`src/rtl/cpu6502_pkg.sv`:
```
// Shared 6502 CPU definitions: flag bit positions, status-register op encodings,
// branch-condition selects and the P byte packing helper.
package cpu6502_pkg;

  // Bit positions in the architectural P byte
  localparam int unsigned FLAG_C = 0;
  localparam int unsigned FLAG_Z = 1;
  localparam int unsigned FLAG_I = 2;
  localparam int unsigned FLAG_D = 3;
  localparam int unsigned FLAG_B = 4;
  localparam int unsigned FLAG_U = 5;
  localparam int unsigned FLAG_V = 6;
  localparam int unsigned FLAG_N = 7;

  // Bit positions in the 6-bit internal register {N,V,D,I,Z,C}
  localparam int unsigned PI_C = 0;
  localparam int unsigned PI_Z = 1;
  localparam int unsigned PI_I = 2;
  localparam int unsigned PI_D = 3;
  localparam int unsigned PI_V = 4;
  localparam int unsigned PI_N = 5;

  localparam logic [2:0] P_OP_NONE   = 3'd0;
  localparam logic [2:0] P_OP_ALU    = 3'd1;
  localparam logic [2:0] P_OP_SET    = 3'd2;
  localparam logic [2:0] P_OP_CLR    = 3'd3;
  localparam logic [2:0] P_OP_LOAD   = 3'd4;
  localparam logic [2:0] P_OP_IRQENT = 3'd5;
  localparam logic [2:0] P_OP_BIT    = 3'd6;

  localparam logic [1:0] BR_SEL_N = 2'd0;
  localparam logic [1:0] BR_SEL_V = 2'd1;
  localparam logic [1:0] BR_SEL_C = 2'd2;
  localparam logic [1:0] BR_SEL_Z = 2'd3;

  // Expand the internal register to a P byte; bit5 is always 1, bit4 is caller's B
  function automatic logic [7:0] p_expand(input logic [5:0] f, input logic b);
    return {f[PI_N], f[PI_V], 1'b1, b, f[PI_D], f[PI_I], f[PI_Z], f[PI_C]};
  endfunction

endpackage

```
`src/rtl/status_register_branch_eval.sv`:
```
// Combinational branch-condition evaluation: selected P flag compared against
// the polarity bit of br_cond.
module branch_eval
  import cpu6502_pkg::*;
(
  input  logic [7:0] p,
  input  logic [2:0] br_cond,
  output logic       branch_taken
);

  logic flag;
  logic unused_p;

  always_comb begin
    flag = p[FLAG_N];
    case (br_cond[2:1])
      BR_SEL_N: flag = p[FLAG_N];
      BR_SEL_V: flag = p[FLAG_V];
      BR_SEL_C: flag = p[FLAG_C];
      BR_SEL_Z: flag = p[FLAG_Z];
      default:  flag = p[FLAG_N];
    endcase
    branch_taken = (flag == br_cond[0]);
  end

  assign unused_p = ^p[5:2];

endmodule

```
`src/rtl/status_register.sv`:
```
// 6502 processor status register: ALU flag commit, flag instructions, PLP/RTI load,
// push image, branch evaluation and delayed I mask. Decimal storage under STATUS_DECIMAL_EN.
module status_register
  import cpu6502_pkg::*;
(
  input  logic       clk,
  input  logic       reset,
  input  logic [7:0] flags_in,
  input  logic [7:0] flags_ena,
  input  logic [2:0] p_op,
  input  logic [2:0] bit_sel,
  input  logic [7:0] data_in,
  input  logic       push_brk,
  input  logic       instr_done,
  input  logic [2:0] br_cond,
  output logic [7:0] p_out,
  output logic [7:0] push_out,
  output logic       branch_taken,
  output logic       irq_mask
);

`ifdef STATUS_DECIMAL_EN
  localparam logic [5:0] WRITABLE = 6'b111111;
`else
  // D never written, so it stays at its reset value of 0
  localparam logic [5:0] WRITABLE = 6'b110111;
`endif
  localparam logic [5:0] RESET_FLAGS = 6'b000100;

  logic [5:0] flags_q, flags_d;
  logic       irq_mask_q, irq_mask_d;
  logic [5:0] fin6, fena6, din6, sel6;
  logic [5:0] new_val, wr_mask_raw, wr_mask;
  logic       unused_bits;

  assign fin6  = {flags_in[FLAG_N], flags_in[FLAG_V], flags_in[FLAG_D],
                  flags_in[FLAG_I], flags_in[FLAG_Z], flags_in[FLAG_C]};
  assign fena6 = {flags_ena[FLAG_N], flags_ena[FLAG_V], flags_ena[FLAG_D],
                  flags_ena[FLAG_I], flags_ena[FLAG_Z], flags_ena[FLAG_C]};
  assign din6  = {data_in[FLAG_N], data_in[FLAG_V], data_in[FLAG_D],
                  data_in[FLAG_I], data_in[FLAG_Z], data_in[FLAG_C]};
  assign unused_bits = ^{flags_in[5:4], flags_ena[5:4], data_in[5:4]};

  always_comb begin
    sel6 = '0;
    case (bit_sel)
      3'd0:    sel6[PI_C] = 1'b1;
      3'd1:    sel6[PI_Z] = 1'b1;
      3'd2:    sel6[PI_I] = 1'b1;
      3'd3:    sel6[PI_D] = 1'b1;
      3'd6:    sel6[PI_V] = 1'b1;
      3'd7:    sel6[PI_N] = 1'b1;
      default: sel6 = '0;
    endcase
  end

  // Each op supplies a candidate value and a write mask; masked merge below
  always_comb begin
    new_val     = flags_q;
    wr_mask_raw = '0;
    case (p_op)
      P_OP_ALU: begin
        new_val     = fin6;
        wr_mask_raw = fena6;
      end
      P_OP_SET: begin
        new_val     = '1;
        wr_mask_raw = sel6;
      end
      P_OP_CLR: begin
        new_val     = '0;
        wr_mask_raw = sel6;
      end
      P_OP_LOAD: begin
        new_val     = din6;
        wr_mask_raw = '1;
      end
      P_OP_IRQENT: begin
        new_val[PI_I]     = 1'b1;
        new_val[PI_D]     = 1'b0;
        wr_mask_raw[PI_I] = 1'b1;
        wr_mask_raw[PI_D] = 1'b1;
      end
      P_OP_BIT: begin
        new_val[PI_N]     = data_in[FLAG_N];
        new_val[PI_V]     = data_in[FLAG_V];
        new_val[PI_Z]     = flags_in[FLAG_Z];
        wr_mask_raw[PI_N] = 1'b1;
        wr_mask_raw[PI_V] = 1'b1;
        wr_mask_raw[PI_Z] = 1'b1;
      end
      default: begin
        new_val     = flags_q;
        wr_mask_raw = '0;
      end
    endcase
    wr_mask    = wr_mask_raw & WRITABLE;
    flags_d    = (flags_q & ~wr_mask) | (new_val & wr_mask);
    // Pre-update I gives CLI/SEI/PLP their one-instruction delay
    irq_mask_d = instr_done ? flags_q[PI_I] : irq_mask_q;
  end

  always_ff @(posedge clk or posedge reset) begin
    if (reset) begin
      flags_q    <= RESET_FLAGS;
      irq_mask_q <= 1'b1;
    end else begin
      flags_q    <= flags_d;
      irq_mask_q <= irq_mask_d;
    end
  end

  assign p_out    = p_expand(flags_q, 1'b1);
  assign push_out = p_expand(flags_q, push_brk);
  assign irq_mask = irq_mask_q;

  branch_eval u_branch_eval (
    .p            (p_out),
    .br_cond      (br_cond),
    .branch_taken (branch_taken)
  );

endmodule

```
`config.mk`:
```
export PLATFORM = sky130hd
export DESIGN_NAME = status_register
export DESIGN_NICKNAME = d
export VERILOG_FILES = /design/src/rtl/cpu6502_pkg.sv /design/src/rtl/status_register_branch_eval.sv /design/src/rtl/status_register.sv
export SDC_FILE = /design/constraint.sdc
export NUM_CORES = 1
export LEC_CHECK = 0
export ABC_AREA = 1
export CAP_MARGIN = 20
export CORE_MARGIN = 2
export CORE_UTILIZATION = 36
export DETAILED_ROUTE_END_ITERATION = 8
export PLACE_DENSITY = 0.91
export SYNTH_ARGS = -nofsm -noshare
export SYNTH_HDL_FRONTEND = slang
export SYNTH_SLANG_ARGS = --single-unit
```
`constraint.sdc`:
```
create_clock -name clk -period 1.74 [get_ports clk]
set_input_delay 0.174 -clock clk [delete_from_list [all_inputs] [get_ports clk]]
set_output_delay 0.174 -clock clk [all_outputs]
set_load 0.02 [all_outputs]
```
# Word-level counts from Yosys, hierarchy flattened
# Index checks and enable logic that the tools add are counted.
[totals]
regBits = 7
inputBits = 37
output_inout_bits = 18
elab_cells = 40
[op_classes]
eq_ne = 14
mux = 14
bitwise = 4
n_reduce_logical = 6
[op_table]
columns = ["operator", "count"]
rows = [
  ["== test 3 bit (second input constant)", 5],
  ["AND 6 bit", 2],
  ["one-hot mux 1 bit (4 select lines)", 3],
  ["one-hot mux 2 bit (5 select lines)", 1],
  ["== test 3 x 2 -> 1 bit (second input constant)", 3],
  ["one-hot mux 1 bit (3 select lines)", 3],
  ["one-hot mux 2 bit (4 select lines)", 1],
  ["OR reduction 2 bit", 4],
  ["== test 3 x 1 -> 1 bit (second input constant)", 2],
  ["NOT 6 bit", 1],
  ["OR 6 bit", 1],
  ["one-hot mux 2 bit (3 select lines)", 1],
  ["2-to-1 mux 1 bit", 5],
  ["== test 2 bit (second input constant)", 2],
  ["zero test 3 bit", 1],
  ["== test 2 x 1 -> 1 bit (second input constant)", 1],
  ["zero test 2 bit", 1],
  ["== test 1 bit", 1],
]

# Longest topological paths before layout
[depth]
depth_word = 6
depth_mapped = 10
depth_no_buf = 9

# Modules after synthesis
# A second synthesis with hierarchy kept.
[unflattened]
cells_unflattened = 114
hier_area_um2 = 679.4
[modules_own_cells]
columns = ["mod", "n_inst", "cells_per_inst", "area_per_inst_um2", "seq_area_each_um2"]
rows = [
  ["status_register", 1, 101, 621.8, 152.6],
  ["branch_eval", 1, 13, 57.6, 0.0],
]

# Worst setup path before layout
# OpenSTA, ideal clock, no wires.
[synth_timing]
kind = "reg-to-output"
startpoint = "register with a tool-made name"
endpoint = "output port branch_taken"
arrival_ps = 999
required_ps = 1566
setup_slack_ps = 567
stages_incl_launch_ff = 5
n_path_buf = 0
cell_sequence = "dfrtp_1 > o21a_1 > o21ai_0 > nand3b_1 > nand2_1"
[synth_lines]
columns = ["item", "line_no", "text"]
rows = [
  ["to (decl)", "status_register.sv:18", "output logic branch_taken,"],
]

# Worst setup path after layout
[layout_timing]
startpoint = "input port br_cond[1]"
endpoint = "output port branch_taken"
[layout_via]
elab_chain_len = 3
elab_cells_between_ends = 6
classes_between = "eq/ne (4); mux (1); reduce/logical (1)"
[layout_rtl]
columns = ["item", "line_no", "text"]
rows = [
  ["from (decl)", "status_register.sv:15", "input logic [2:0] br_cond,"],
  ["== test 2 bit, or another cell as far along", "status_register_branch_eval.sv:16", "case (br_cond[2:1])"],
  ["one-hot mux 1 bit (4 select lines) (*)", "status_register_branch_eval.sv:16", ""],
  ["== test 1 bit (*)", "status_register_branch_eval.sv:23", "branch_taken = (flag == br_cond[0]);"],
]
# Every way passes the cells marked *; elsewhere a longest branch is shown, timed or not.

==> impl_results.md <==
* Status: finished clean
* WP data required at 1.57 ns
* R2R setup slack at 0.97 ns
* VDD IR max at 243.6 uV
* Antenna Cells at 0
* Crit end category: output pin
* Largest family of logic cells by synthesized area: simple AND/OR/NAND/NOR gates
* Vias in the first global route at 749
* Simple-Gate Fraction of Synth Area at 48.43%
* Register area at 152.6 um2
* Placement Setup Slack at -0.1399 ns
* Area growth syn-to-layout at 51.92%
* Final Power at around 680 uW
* Drt initial violations at 8
* Worst r2r dst: irq_mask
* Min Tclk post-route at 1.597 ns
* # clock sinks at 6
* Pre-antenna DRT Iters at 4
* Largest net degree at the start of global routing at 9
* FMAX at 626.4 MHz
* Worst r2r path cells at 1
* Core ar. at roughly 1900 um2
* Mux cell area share after synthesis at roughly 1.6%
* Post-synthesis sequential area ratio at a little over a fifth
* Worst-Skew Late Latency at ~0.24 ns
* Adder-cell share of the synthesized area at approximately 3.5%
* DRC errors left at 0
* Max-cap viol count at 0
* Crit Path Max Fanout at 3
* CP Data Arrival Time at 1.42 ns
* Num CTS Buffers at 3
* Root buf cell: clkbuf_4
* Row count at 16
* Pwr dens at 623.5 nW/um2
* Max Slew Vio Count at 0
* Post-synth top area share at between 20% and 30%
* Mapped cell area at roughly 720 um2
* Share of cells above drive strength 1 at 8.974%
* Routed length per instance at 9.923 um
* Area leader, netlist: nand2_1
* TritonCTS clock tree: done
* Worst min path class: in2async
* CTS HTree Levels at 1
* IO buf count at 38
* Most frequent cells in the layout: nand2_1 (43), clkdlybuf4s50_1 (37), nor2_1 (15), nand3_1 (15), inv_1 (10)
* Initial Util at 37.24%
* Area after DPL at 1066 um2
* Top cells by area, synth: nand2_1 (23%), dfrtp_1 (14%), buf_4 (13%)
* Endpoints failing setup at 0
* Crit Path Class: in2out
* Most common cell after layout, fill and taps aside: nand2_1
* Final instance area at 1087 um2
* Fin worst setup slack at 0.1435 ns
* Die Span Y at 48.59 um
* Synth Warn # at 0
* Final nets at 197
* Hold Slack at 0.1460 ns
* Netlist cell types at 22
* Dpl hpwl at 1.605 mm
* Mean Syn Cell Area at 5.866 um2
* Fin crit share at 91.75%
* Area of the multi-input gates at around 430 um2
* Fin. Hold Viols at 0
* DR vias/cell at approximately 4.5
* Compound-Gate Fraction of Synth Area at 3.846%
* Routed WL at 1.816 mm
* Routed via count at between 800 and 900
* Die X at between 40 and 50 um
* Mapped Cells at 122
* Crit start category: primary input
* Clock skew at ~0.0017 ns
* Die area at 2361 um2
* Clock tree buffer depth at 2
* DRT antenna net count at 0
* Ports at 55
* Unrepaired setup endpoints after global routing: false
* Clk slew on worst S/H paths at 0.04 ns
* GRT Residual Overflow at 0
* Initial antenna violation count at 0
* Post-Synth XOR/XNOR Area at 0%
* LEAKAGE at 0.5461 nW
* Fillcell total at around 200
* First-pass GRT wire length at 3.042 mm
* Flops & latches, synth at 6
* GPL Wtd Cong at 0.7749
* GRT Total Usage at 16.43%
-- how the worst max path moves through the flow --
stage	startpoint	end	slack, ns	cells past startpoint
4_1_cts	register	branch_taken	0.12	5
5_1_grt	register	branch_taken	0.03	5
2_1_floorplan	register	branch_taken	0.57	4
3_3_place_gp	br_cond[1]	branch_taken	-0.09	6
3_5_place_dp	br_cond[1]	branch_taken	-0.14	6
6_report	br_cond[1]	branch_taken	0.14	6
-- critical path, stage by stage --
cell and delay [ns]:
clkdlybuf4s50_1 0.50, inv_1 0.06, o21ai_0 0.20, nand3b_1 0.10, nand2_1 0.07, dlygate4sd2_1 0.32
-- cells by family after synthesis --
logic type,after synthesis
buffers and inverters,26
and+or+nand+nor,80
AOI/OAI and AO/OA,5
muxes,1
other,2
DFF,6
adders and majority gates,2
-- metal layers --
metal	track usage (%)	up-vias	share of wire [%]
li1	-	435	-
met5	0	-	0
met2	32.18	33	54
met4	7.143	0	0
met1	16.54	355	39
met3	3.395	0	6.8
-- power breakdown --
part           internal [mW]  switching [mW]  leakage [nW]  total [mW]
clock network         0.0778          0.0468        0.0138       0.125
registers              0.175          0.0254        0.0731       0.201
logic                  0.177           0.176         0.459       0.353
-- synth_stat cells --
cell type,number
dfrtp_1,4
inv_2,2
mux2_2,1
nand3_2,1
dfstp_2,2
nand3_1,15
o21a_1,1
nor2_4,1
ha_1,2
inv_1,10
nand4_1,2
o21ai_0,2
clkinv_1,1
conb_1,2
inv_4,1
buf_4,12
nand2_1,43
o21ai_1,2
nand3b_1,1
nand2_2,1
nor2_1,15
and2_1,1
-- through the flow --
| step | utilization (%) | instances | setup TNS [ns] |
|---|---|---|---|
| after floorplan | - | 125 | 0 |
| after global placement | 55.47 | 180 | -0.09404 |
| final | 56.58 | 183 | 0 |
| after global routing | 56.58 | 183 | 0 |
| after CTS | 56.58 | 183 | 0 |
| after detailed placement | 55.47 | 180 | -0.1399 |
-- timing repair --
action                                 in CTS  in global routing
hold buffers                                0                  0
setup endpoints to repair                   1                  0
endpoints found under the hold margin       0                  0
buffers inserted                            0                  0
gates resized for setup                     1                  0
-- final cells by class --
type                    instances  area share (%)
clock buffers                   3           2.071
inverters                      14           5.063
multi-input cells              93           39.47
flip-flops and latches          6           14.04
well taps                      27           3.107
repair buffers                 40           36.25
Power figures use the tool's default switching activity.
